### config.mk
export PLATFORM = sky130hd
export DESIGN_NAME = hilo_muldiv_unit
export DESIGN_NICKNAME = d
export VERILOG_FILES = /design/src/rtl/hilo_muldiv_unit_pkg.sv /design/src/rtl/hilo_muldiv_unit_iter_core.sv /design/src/rtl/hilo_muldiv_unit.sv
export SDC_FILE = /design/constraint.sdc
export NUM_CORES = 1
export LEC_CHECK = 0
export BUFFER_PORTS_ARGS = -buffer_cell sky130_fd_sc_hd__buf_2
export CAP_MARGIN = 25
export CORE_AREA = 3 3 171 173
export DETAILED_ROUTE_END_ITERATION = 6
export DIE_AREA = 0 0 174 176
export PLACE_DENSITY = 0.83
export SLEW_MARGIN = 20
export SYNTH_ARGS = -nofsm -noshare
export SYNTH_HDL_FRONTEND = slang
export SYNTH_HIERARCHICAL = 1
export SYNTH_SLANG_ARGS = --single-unit
### constraint.sdc
create_clock -name clk -period 2.93 [get_ports clk]
set_input_delay 0.1465 -clock clk [delete_from_list [all_inputs] [get_ports clk]]
set_output_delay 0.1465 -clock clk [all_outputs]
set_load 0.01 [all_outputs]
### src/rtl/hilo_muldiv_unit_pkg.sv
// Shared ALU control codes and HI/LO unit types.
// Imported by the ALU control block and the HI/LO mult/div unit.
package hilo_muldiv_unit_pkg;

    localparam int HILO_WIDTH = 32;

    localparam logic [3:0] ALUCTL_AND  = 4'h0;
    localparam logic [3:0] ALUCTL_OR   = 4'h1;
    localparam logic [3:0] ALUCTL_ADD  = 4'h2;
    localparam logic [3:0] ALUCTL_MFHI = 4'h3;
    localparam logic [3:0] ALUCTL_MFLO = 4'h4;
    localparam logic [3:0] ALUCTL_MULT = 4'h5;
    localparam logic [3:0] ALUCTL_SUB  = 4'h6;
    localparam logic [3:0] ALUCTL_SLT  = 4'h7;
    localparam logic [3:0] ALUCTL_DIV  = 4'h8;
    localparam logic [3:0] ALUCTL_NOR  = 4'hC;

    typedef enum logic [1:0] {
        S_IDLE,
        S_MUL,
        S_DIV,
        S_FIX
    } hilo_state_t;

endpackage

### src/rtl/hilo_muldiv_unit_iter_core.sv
// Unsigned magnitude datapath: shift-add multiply or restoring divide.
// One bit per step; 'last' flags the final step of the run.
module hilo_iter_core
    import hilo_muldiv_unit_pkg::*;
#(
    parameter int WIDTH = HILO_WIDTH,
    parameter int CNT_W = 6
) (
    input  logic             clk,
    input  logic             rst_n,
    input  logic             start,
    input  logic             step,
    input  logic             is_div,
    input  logic [WIDTH-1:0] a_mag,
    input  logic [WIDTH-1:0] b_mag,
    output logic [WIDTH-1:0] upper,
    output logic [WIDTH-1:0] lower,
    output logic             last
);

    logic [WIDTH-1:0] up_q;
    logic [WIDTH-1:0] lo_q;
    logic [WIDTH-1:0] opd_q;
    logic [CNT_W-1:0] cnt_q;

    logic [WIDTH:0]   sum;
    logic [WIDTH:0]   shifted;
    logic [WIDTH-1:0] rem_sub;
    logic [WIDTH-1:0] nxt_up;
    logic [WIDTH-1:0] nxt_lo;

    // One iteration: mult adds/shifts right, div shifts left/subtracts.
    always_comb begin
        sum     = {1'b0, up_q} + (lo_q[0] ? {1'b0, opd_q} : '0);
        shifted = {up_q, lo_q[WIDTH-1]};
        rem_sub = shifted[WIDTH-1:0] - opd_q;
        nxt_up  = sum[WIDTH:1];
        nxt_lo  = {sum[0], lo_q[WIDTH-1:1]};
        if (is_div) begin
            if (shifted >= {1'b0, opd_q}) begin
                nxt_up = rem_sub;
                nxt_lo = {lo_q[WIDTH-2:0], 1'b1};
            end else begin
                nxt_up = shifted[WIDTH-1:0];
                nxt_lo = {lo_q[WIDTH-2:0], 1'b0};
            end
        end
    end

    // Work registers and iteration counter.
    always_ff @(posedge clk or negedge rst_n) begin
        if (!rst_n) begin
            up_q  <= '0;
            lo_q  <= '0;
            opd_q <= '0;
            cnt_q <= '0;
        end else if (start) begin
            up_q  <= '0;
            lo_q  <= a_mag;
            opd_q <= b_mag;
            cnt_q <= CNT_W'(WIDTH);
        end else if (step) begin
            up_q  <= nxt_up;
            lo_q  <= nxt_lo;
            cnt_q <= cnt_q - 1'b1;
        end
    end

    assign upper = up_q;
    assign lower = lo_q;
    assign last  = (cnt_q == CNT_W'(1));

endmodule

### src/rtl/hilo_muldiv_unit.sv
// EX-stage HI/LO unit: iterative signed mult/div, mfhi/mflo, stall.
// Owns HI/LO; signs are stripped on accept and restored in FIX.
module hilo_muldiv_unit
    import hilo_muldiv_unit_pkg::*;
#(
    parameter int WIDTH = HILO_WIDTH,
    parameter int CNT_W = 6
) (
    input  logic             clk,
    input  logic             rst_n,
    input  logic [3:0]       ALUCtl,
    input  logic             En,
    input  logic [WIDTH-1:0] A,
    input  logic [WIDTH-1:0] B,
    output logic [WIDTH-1:0] Result,
    output logic             Busy,
    output logic             Stall,
    output logic             DivByZero,
    output logic [WIDTH-1:0] HiOut,
    output logic [WIDTH-1:0] LoOut
);

    hilo_state_t state_q, state_d;

    logic [WIDTH-1:0] hi_q, lo_q;
    logic             sign_a_q, sign_b_q, op_div_q, dbz_q;
    logic             is_mult, is_div, is_hilo;
    logic             accept, dbz, start, step, last;
    logic [WIDTH-1:0] a_mag, b_mag, core_up, core_lo;
    logic [2*WIDTH-1:0] prod, prod_s;
    logic [WIDTH-1:0] quot_s, rem_s;

    assign is_mult = (ALUCtl == ALUCTL_MULT);
    assign is_div  = (ALUCtl == ALUCTL_DIV);
    assign is_hilo = is_mult | is_div |
                     (ALUCtl == ALUCTL_MFHI) | (ALUCtl == ALUCTL_MFLO);

    assign Busy   = (state_q != S_IDLE);
    assign accept = (state_q == S_IDLE) & En & (is_mult | is_div);
    assign dbz    = accept & is_div & (B == '0);
    assign start  = accept & ~dbz;
    assign Stall  = En & Busy & is_hilo;

    assign a_mag = A[WIDTH-1] ? -A : A;
    assign b_mag = B[WIDTH-1] ? -B : B;

    hilo_iter_core #(
        .WIDTH (WIDTH),
        .CNT_W (CNT_W)
    ) u_core (
        .clk    (clk),
        .rst_n  (rst_n),
        .start  (start),
        .step   (step),
        .is_div (op_div_q),
        .a_mag  (a_mag),
        .b_mag  (b_mag),
        .upper  (core_up),
        .lower  (core_lo),
        .last   (last)
    );

    // Sign restoration applied when the FIX state commits HI/LO.
    always_comb begin
        prod   = {core_up, core_lo};
        prod_s = (sign_a_q ^ sign_b_q) ? -prod : prod;
        quot_s = (sign_a_q ^ sign_b_q) ? -core_lo : core_lo;
        rem_s  = sign_a_q ? -core_up : core_up;
    end

    // FSM state register.
    always_ff @(posedge clk or negedge rst_n) begin
        if (!rst_n) state_q <= S_IDLE;
        else        state_q <= state_d;
    end

    // Next state and iteration enable.
    always_comb begin
        state_d = state_q;
        step    = 1'b0;
        unique case (state_q)
            S_IDLE: if (start) state_d = is_div ? S_DIV : S_MUL;
            S_MUL, S_DIV: begin
                step = 1'b1;
                if (last) state_d = S_FIX;
            end
            S_FIX:  state_d = S_IDLE;
            default: state_d = S_IDLE;
        endcase
    end

    // Operand signs, HI/LO and divide-by-zero pulse.
    always_ff @(posedge clk or negedge rst_n) begin
        if (!rst_n) begin
            hi_q     <= '0;
            lo_q     <= '0;
            sign_a_q <= 1'b0;
            sign_b_q <= 1'b0;
            op_div_q <= 1'b0;
            dbz_q    <= 1'b0;
        end else begin
            dbz_q <= dbz;
            if (dbz) begin
                hi_q <= A;
                lo_q <= '1;
            end else if (start) begin
                sign_a_q <= A[WIDTH-1];
                sign_b_q <= B[WIDTH-1];
                op_div_q <= is_div;
            end else if (state_q == S_FIX) begin
                if (op_div_q) begin
                    hi_q <= rem_s;
                    lo_q <= quot_s;
                end else begin
                    hi_q <= prod_s[2*WIDTH-1:WIDTH];
                    lo_q <= prod_s[WIDTH-1:0];
                end
            end
        end
    end

    // mfhi/mflo read path, zero otherwise.
    always_comb begin
        Result = '0;
        if (En && !Busy) begin
            if (ALUCtl == ALUCTL_MFHI) Result = hi_q;
            else if (ALUCtl == ALUCTL_MFLO) Result = lo_q;
        end
    end

    assign DivByZero = dbz_q;
    assign HiOut     = hi_q;
    assign LoOut     = lo_q;

endmodule

# After elaboration in Yosys (flattened, before gate mapping)
# Cells that the tools add are included.
[totals]
ff_bits = 172
inputBits = 71
elab_cells = 86
[op_classes]
add_sub_neg = 8
n_lt_le_gt_ge = 1
n_eq_ne = 11
n_mux = 32
bitwise_logic = 12
reduce_logical = 11
[op_table]
columns = ["op", "count"]
rows = [
  ["$mux 32", 23],
  ["$neg 32->32", 4],
  ["$mux 64", 1],
  ["$neg 64->64", 1],
  ["$add 32x33->33", 1],
  ["$ge 33x32->1", 1],
  ["$logic_not 32->1", 1],
  ["$sub 32x32->32", 1],
  ["$mux 6", 2],
  ["$eq 4x3->1 const B", 2],
  ["$and 1x1->1", 7],
  ["$eq 6x1->1 const B", 1],
  ["$mux 2", 3],
  ["$ne 2x2->1 const B", 3],
  ["$pmux 2 s3", 1],
  ["$reduce_and 2->1", 3],
  ["$reduce_bool 2->1", 3],
  ["$sub 6x1->6 const B", 1],
  ["$eq 2x2->1 const B", 2],
  ["$eq 4x2->1 const B", 1],
  ["$eq 4x4->1 const B", 1],
  ["$or 1x1->1", 3],
  ["$eq 2x1->1 const B", 1],
  ["$logic_not 2->1", 1],
  ["6 further kinds", 7],
]

# Logic depth before layout (Yosys ltp)
[depth]
ltp_word = 9
mapped_depth = 14

# By module
# Netlist, hierarchy kept.
[modules_own_cells]
columns = ["module", "n_inst", "cells_each", "area_per_inst_um2", "seq_area_each_um2"]
rows = [
  ["hilo_iter_core", 1, 1111, 8770.9, 2552.4],
  ["hilo_muldiv_unit", 1, 823, 6394.9, 1751.7],
]

# Worst setup path after synthesis
# OpenSTA, ideal clock, no wires.
[synth_timing]
path_type = "register -> register"
start = "register u_core.lo_q[0], in the netlist u_core/lower[0]"
end = "register u_core.up_q[27], in the netlist u_core/upper[27]"
setup_ns = 0.077
t_arrival_ns = 2.945
setup_slack_ns = -0.093
stages_incl_launch_ff = 14
path_cell_list = "dfrtp_1 inv_1 clkbuf_1 nor2_1 ha_1 a21o_1 or4_1 nor3_1 o32ai_1 a211oi_1 o31a_1 xor2_1 a211o_1 a21oi_1"
[synth_via]
elab_chain_cells = 5
[synth_lines]
columns = ["item", "line", "text"]
rows = [
  ["start, declared", "hilo_muldiv_unit_iter_core.sv:22", "logic [WIDTH-1:0] lo_q;"],
  ["start signal, assigned", "hilo_muldiv_unit_iter_core.sv:59", "lo_q <= a_mag;"],
  ["start signal, assigned", "hilo_muldiv_unit_iter_core.sv:64", "lo_q <= nxt_lo;"],
  ["$mux 32", "hilo_muldiv_unit_iter_core.sv:34", "sum = {1'b0, up_q} + (lo_q[0] ? {1'b0, opd_q} : '0);"],
  ["$add 32x33->33", "hilo_muldiv_unit_iter_core.sv:34", ""],
  ["$mux 32", "hilo_muldiv_unit_iter_core.sv:39", "if (is_div) begin"],
  ["$mux 32", "hilo_muldiv_unit_iter_core.sv:62", "end else if (step) begin"],
  ["$mux 32", "hilo_muldiv_unit_iter_core.sv:57", "end else if (start) begin"],
  ["end signal, assigned", "hilo_muldiv_unit_iter_core.sv:63", "up_q <= nxt_up;"],
  ["end, declared", "hilo_muldiv_unit_iter_core.sv:21", "logic [WIDTH-1:0] up_q;"],
]
# No other way between the ends. The select of a mux whose other input is x is not followed.
# A chain may end at the register's enable or synchronous reset.

# Worst setup path in the final report
[layout_timing]
start = "register u_core.lo_q[0], in the netlist u_core/lower[0]"
end = "register u_core.up_q[26], in the netlist u_core/upper[26]"
# Same word-level chain as after synthesis.

==> metrics.log <==
INFO  metric via_count = 17,236
INFO  metric post_synth_num_cell_types = 81
INFO  metric grt_first_pass_wirelength = roughly 84,000 um
INFO  metric cts_max_level = 4
INFO  metric postLayoutCellArea = around 20,000 um^2
INFO  metric register_clock_pin_slew_on_the_reported_worst_setup_and_hold_paths = 0.08 ns
INFO  metric number_of_pins_with_negative_max_slew_slack_in_the_final_report = 0
INFO  metric cpMaxStageDelayCell = sky130_fd_sc_hd__dfrtp_2
INFO  metric syn-mean-instance-area = about 8 um^2
INFO  metric buffer_ports.inserted = 169
INFO  metric fmax = roughly 0.32 GHz
INFO  metric min-delay-path-class = in -> reg
INFO  metric synth_nets = ~2,100
INFO  metric fp.dieArea = 30,600 um^2
INFO  metric crit_family = compound AO/OA/AOI/OAI gates
INFO  metric setup_repair_after_global_routing_missed_its_margin = yes
INFO  metric start_util = 54.6%
INFO  metric drt-initial-drc-count = 1,807
INFO  metric dr.pass1.iters = 7
INFO  metric max-slew-margin-rel = approximately two fifths
INFO  metric synth_async_sr_flop_share = 100%
INFO  metric cts_tree = done
INFO  metric number_of_global_route_vias_before_repair = 15,956
INFO  metric ys_seq_area_share = 28.4%
INFO  metric rows = about 60
INFO  metric worstSetupEndpointType = flip-flop
INFO  metric critPathLaunchType = flip-flop
INFO  metric sum_of_buffers_and_inverters_on_the_critical_path = 2
INFO  metric num_io_pins = 170
INFO  metric fin_skew = 0.0157 ns
INFO  metric postRouteAntennaNets = 0
INFO  metric synth_area = 15,200 um^2
INFO  metric layout_min_cycle_time = 3.14 ns
INFO  metric critical_path_peak_fanout = 4
INFO  metric ratio_of_cells_with_drive_above_1_in_the_final_layout = 28.4%
INFO  metric postSynthRegisterBits = 172
INFO  metric placed_instance_area = 17,900 um^2
INFO  metric leakage = 8.83 nW
INFO  metric cts_buf_count = 17
INFO  metric die_h = 176 um
INFO  metric globalRouteTotalUtil = 33.8%
INFO  metric vdd.ir_drop.worst = 0.327 mV
INFO  metric register_area = 4310 um^2
INFO  metric timing.final.setup_violations = 28
INFO  metric tightest_slew = 0.882 ns
INFO  metric cp_data_required_time = 3.26 ns
INFO  metric antenna_violations_before_repair = 1
INFO  metric utilization = 71.6%
INFO  metric finalHoldViolations = 0
INFO  metric violations_in_the_final_reports = design-rule violations, negative setup slack
INFO  metric routed_wl = 55,600 um
INFO  metric diodes = 0
INFO  metric synth-edff-count = 0
INFO  metric total_power = between 5 and 6 mW
INFO  metric max_stage_delay = 0.45 ns
INFO  metric cts_sinks = 172
INFO  metric grt-ovfl-total = 0
INFO  metric routedWlPerCell = 20.7 um
INFO  metric period_share = 107%
INFO  metric dieWidth = 174 um
INFO  metric layout_overhead_on_the_synthesized_area = 31.1%
INFO  metric worstSkewPairLatency = 0.44 ns
INFO  metric worstPathArrival = about 3.5 ns
INFO  metric critPathKind = reg -> reg
INFO  metric gp_congestion = approximately 1
INFO  metric core_region_area = 27,800 um^2
INFO  metric status = complete, but fails checks
INFO  metric root_driver = sky130_fd_sc_hd__clkbuf_16
INFO  metric dp_hpwl = 39,700 um
INFO  metric ys_dominant_reg_cell = sky130_fd_sc_hd__dfrtp_1
INFO  metric via_per_inst = 6.41
INFO  metric cts-root-to-sink-buffers = 2
INFO  metric grt_start_max_net_pins = 91
INFO  metric power-per-cell-area = 252 nW/um^2
INFO  metric yosysWarningCount = 6
INFO  metric timing.final.ws_setup = -0.209 ns
INFO  metric multi_input_comb_area = between 10,000 and 15,000 um^2
INFO  metric num-fill-cells = 2,103
INFO  metric tns = -2.33 ns
INFO  metric remaining_drc_errors = 1
INFO  metric dp_slack = -0.349 ns
INFO  metric syn-instance-count = around 1,900
INFO  metric final_nets = 2,446
INFO  metric maxCapViolCount = 0
INFO  metric critical_path_cell_sequence = nand2_2 > inv_1 > ha_1 > a211o_1 > a21oi_2 > a21bo_2 > buf_6 > a21oi_4 > o2111ai_2 > nand4_1 > nor4b_2 > a21oi_1 > a311oi_2
cells in the final DEF, fill, tap and decap left out, drive strengths merged, types with 22 or more instances in the layout:
cell	instances
nand2	229
o41ai	22
nand3	31
mux2i	44
or3	29
nor3	39
nor2	189
ha	73
xor2	45
dfrtp	172
nor4	26
o21ai	187
or4	32
buf	441
nand4	22
inv	82
a21oi	119
a22oi	49
xnor2	127
a21o	46
o31ai	29
registers in the layout (all words and copies together) (netlist names):
| signal | flops |
|---|---|
| DivByZero | 1 |
| HiOut | 32 |
| LoOut | 32 |
| op_div_q | 1 |
| sign_a_q | 1 |
| sign_b_q | 1 |
| state_q | 2 |
| u_core/cnt_q | 6 |
| u_core/lower | 32 |
| u_core/opd_q | 32 |
| u_core/upper | 32 |
power breakdown:
part	internal (mW)	total (mW)	leakage [nW]	switching (mW)
sequential	2.37	2.37	2.00	0
clock	1.16	2.32	0.279	1.16
combinational	0.131	0.323	6.55	0.192
total	3.66	5.02	8.83	1.36
per-stage QoR:
stage          hold WS, ns  std cells
6_report            0.0139       2691
2_1_floorplan       -0.149       1934
3_5_place_dp         0.227       2611
3_3_place_gp         0.221       2611
4_1_cts            0.00604       2671
5_1_grt             0.0276       2691
final timing paths:
| kind | startpoint | to | slack [ns] | cells past startpoint |
|---|---|---|---|---|
| min reg2reg | HiOut[4]$_DFFE_PN0P_ | HiOut[4]$_DFFE_PN0P_ | 0.53 | 2 |
| min | A[15] | HiOut[15]$_DFFE_PN0P_ | 0.01 | 3 |
| max | u_core/lower[0]$_DFFE_PN0P_ | u_core/upper[26]$_DFFE_PN0P_ | -0.21 | 13 |
| max in group asynchronous | rst_n | LoOut[29]$_DFFE_PN0P_ | 1.83 | 3 |
| min in group asynchronous | rst_n | LoOut[10]$_DFFE_PN0P_ | 0.30 | 2 |
| max reg2reg | u_core/lower[0]$_DFFE_PN0P_ | u_core/upper[26]$_DFFE_PN0P_ | -0.21 | 13 |
area by class of cell:
type                            count  area share [%]
Clock buffer                       18            2.21
Clock inverter                     14           0.717
Inverter                           76            1.46
Multi-Input combinational cell   1578            55.4
Sequential cell                   172            21.7
Tap cell                          378            2.38
Timing Repair Buffer              455            16.2
cells by family after synthesis:
kind of cell / share of synthesized area, %
muxes: 3.75
DFF: 28.4
buffers and inverters: 4.86
AOI/OAI and AO/OA: 25.6
xor gates and xnor gates: 9.93
adders and majority gates: 6.29
and+or+nand+nor: 21.2
worst reg2reg max path, delay by kind of cell (launching register included):
kind,cells,cell delay [ns]
simple gates,3,0.70
fa+ha+maj,1,0.29
buf+inv,2,0.17
flops,1,0.45
compound gates,7,1.41
synthesized netlist by cell type (29+ instances only):
cell type                  count  area [um^2]
sky130_fd_sc_hd__nor2_1      189          709
sky130_fd_sc_hd__nand2_1     229          860
sky130_fd_sc_hd__nand3_1      31          155
sky130_fd_sc_hd__or4_1        31          233
sky130_fd_sc_hd__or3_1        29          181
sky130_fd_sc_hd__a22oi_1      49          368
sky130_fd_sc_hd__nor3_1       37          185
sky130_fd_sc_hd__ha_1         73          913
sky130_fd_sc_hd__xnor2_1     127         1110
sky130_fd_sc_hd__xor2_1       45          394
sky130_fd_sc_hd__clkbuf_1     85          319
sky130_fd_sc_hd__mux2i_1      44          440
sky130_fd_sc_hd__o21ai_0     186          931
sky130_fd_sc_hd__inv_1        76          285
sky130_fd_sc_hd__dfrtp_1     172         4300
sky130_fd_sc_hd__a21oi_1     119          596
sky130_fd_sc_hd__a21o_1       46          345
routing by layer:
layer	part of all wire [%]	vias to the layer above	GRT usage (%)
met3	9.7	205	5.46
li1	-	7767	-
met1	38	8166	43.3
met4	4.6	0	13.8
met2	47	1098	57.2
met5	0	-	0
timing repair:
action                                  in CTS  in global routing
gates cloned                                 1                  1
resized for setup                           96                119
endpoints found under the setup margin      37                 53
hold buffers                                12                  0
setup buffers                               16                 21
pin swaps                                   34                 69
hold endpoints to repair                    82                  0
(Power assumes the default switching activity.)
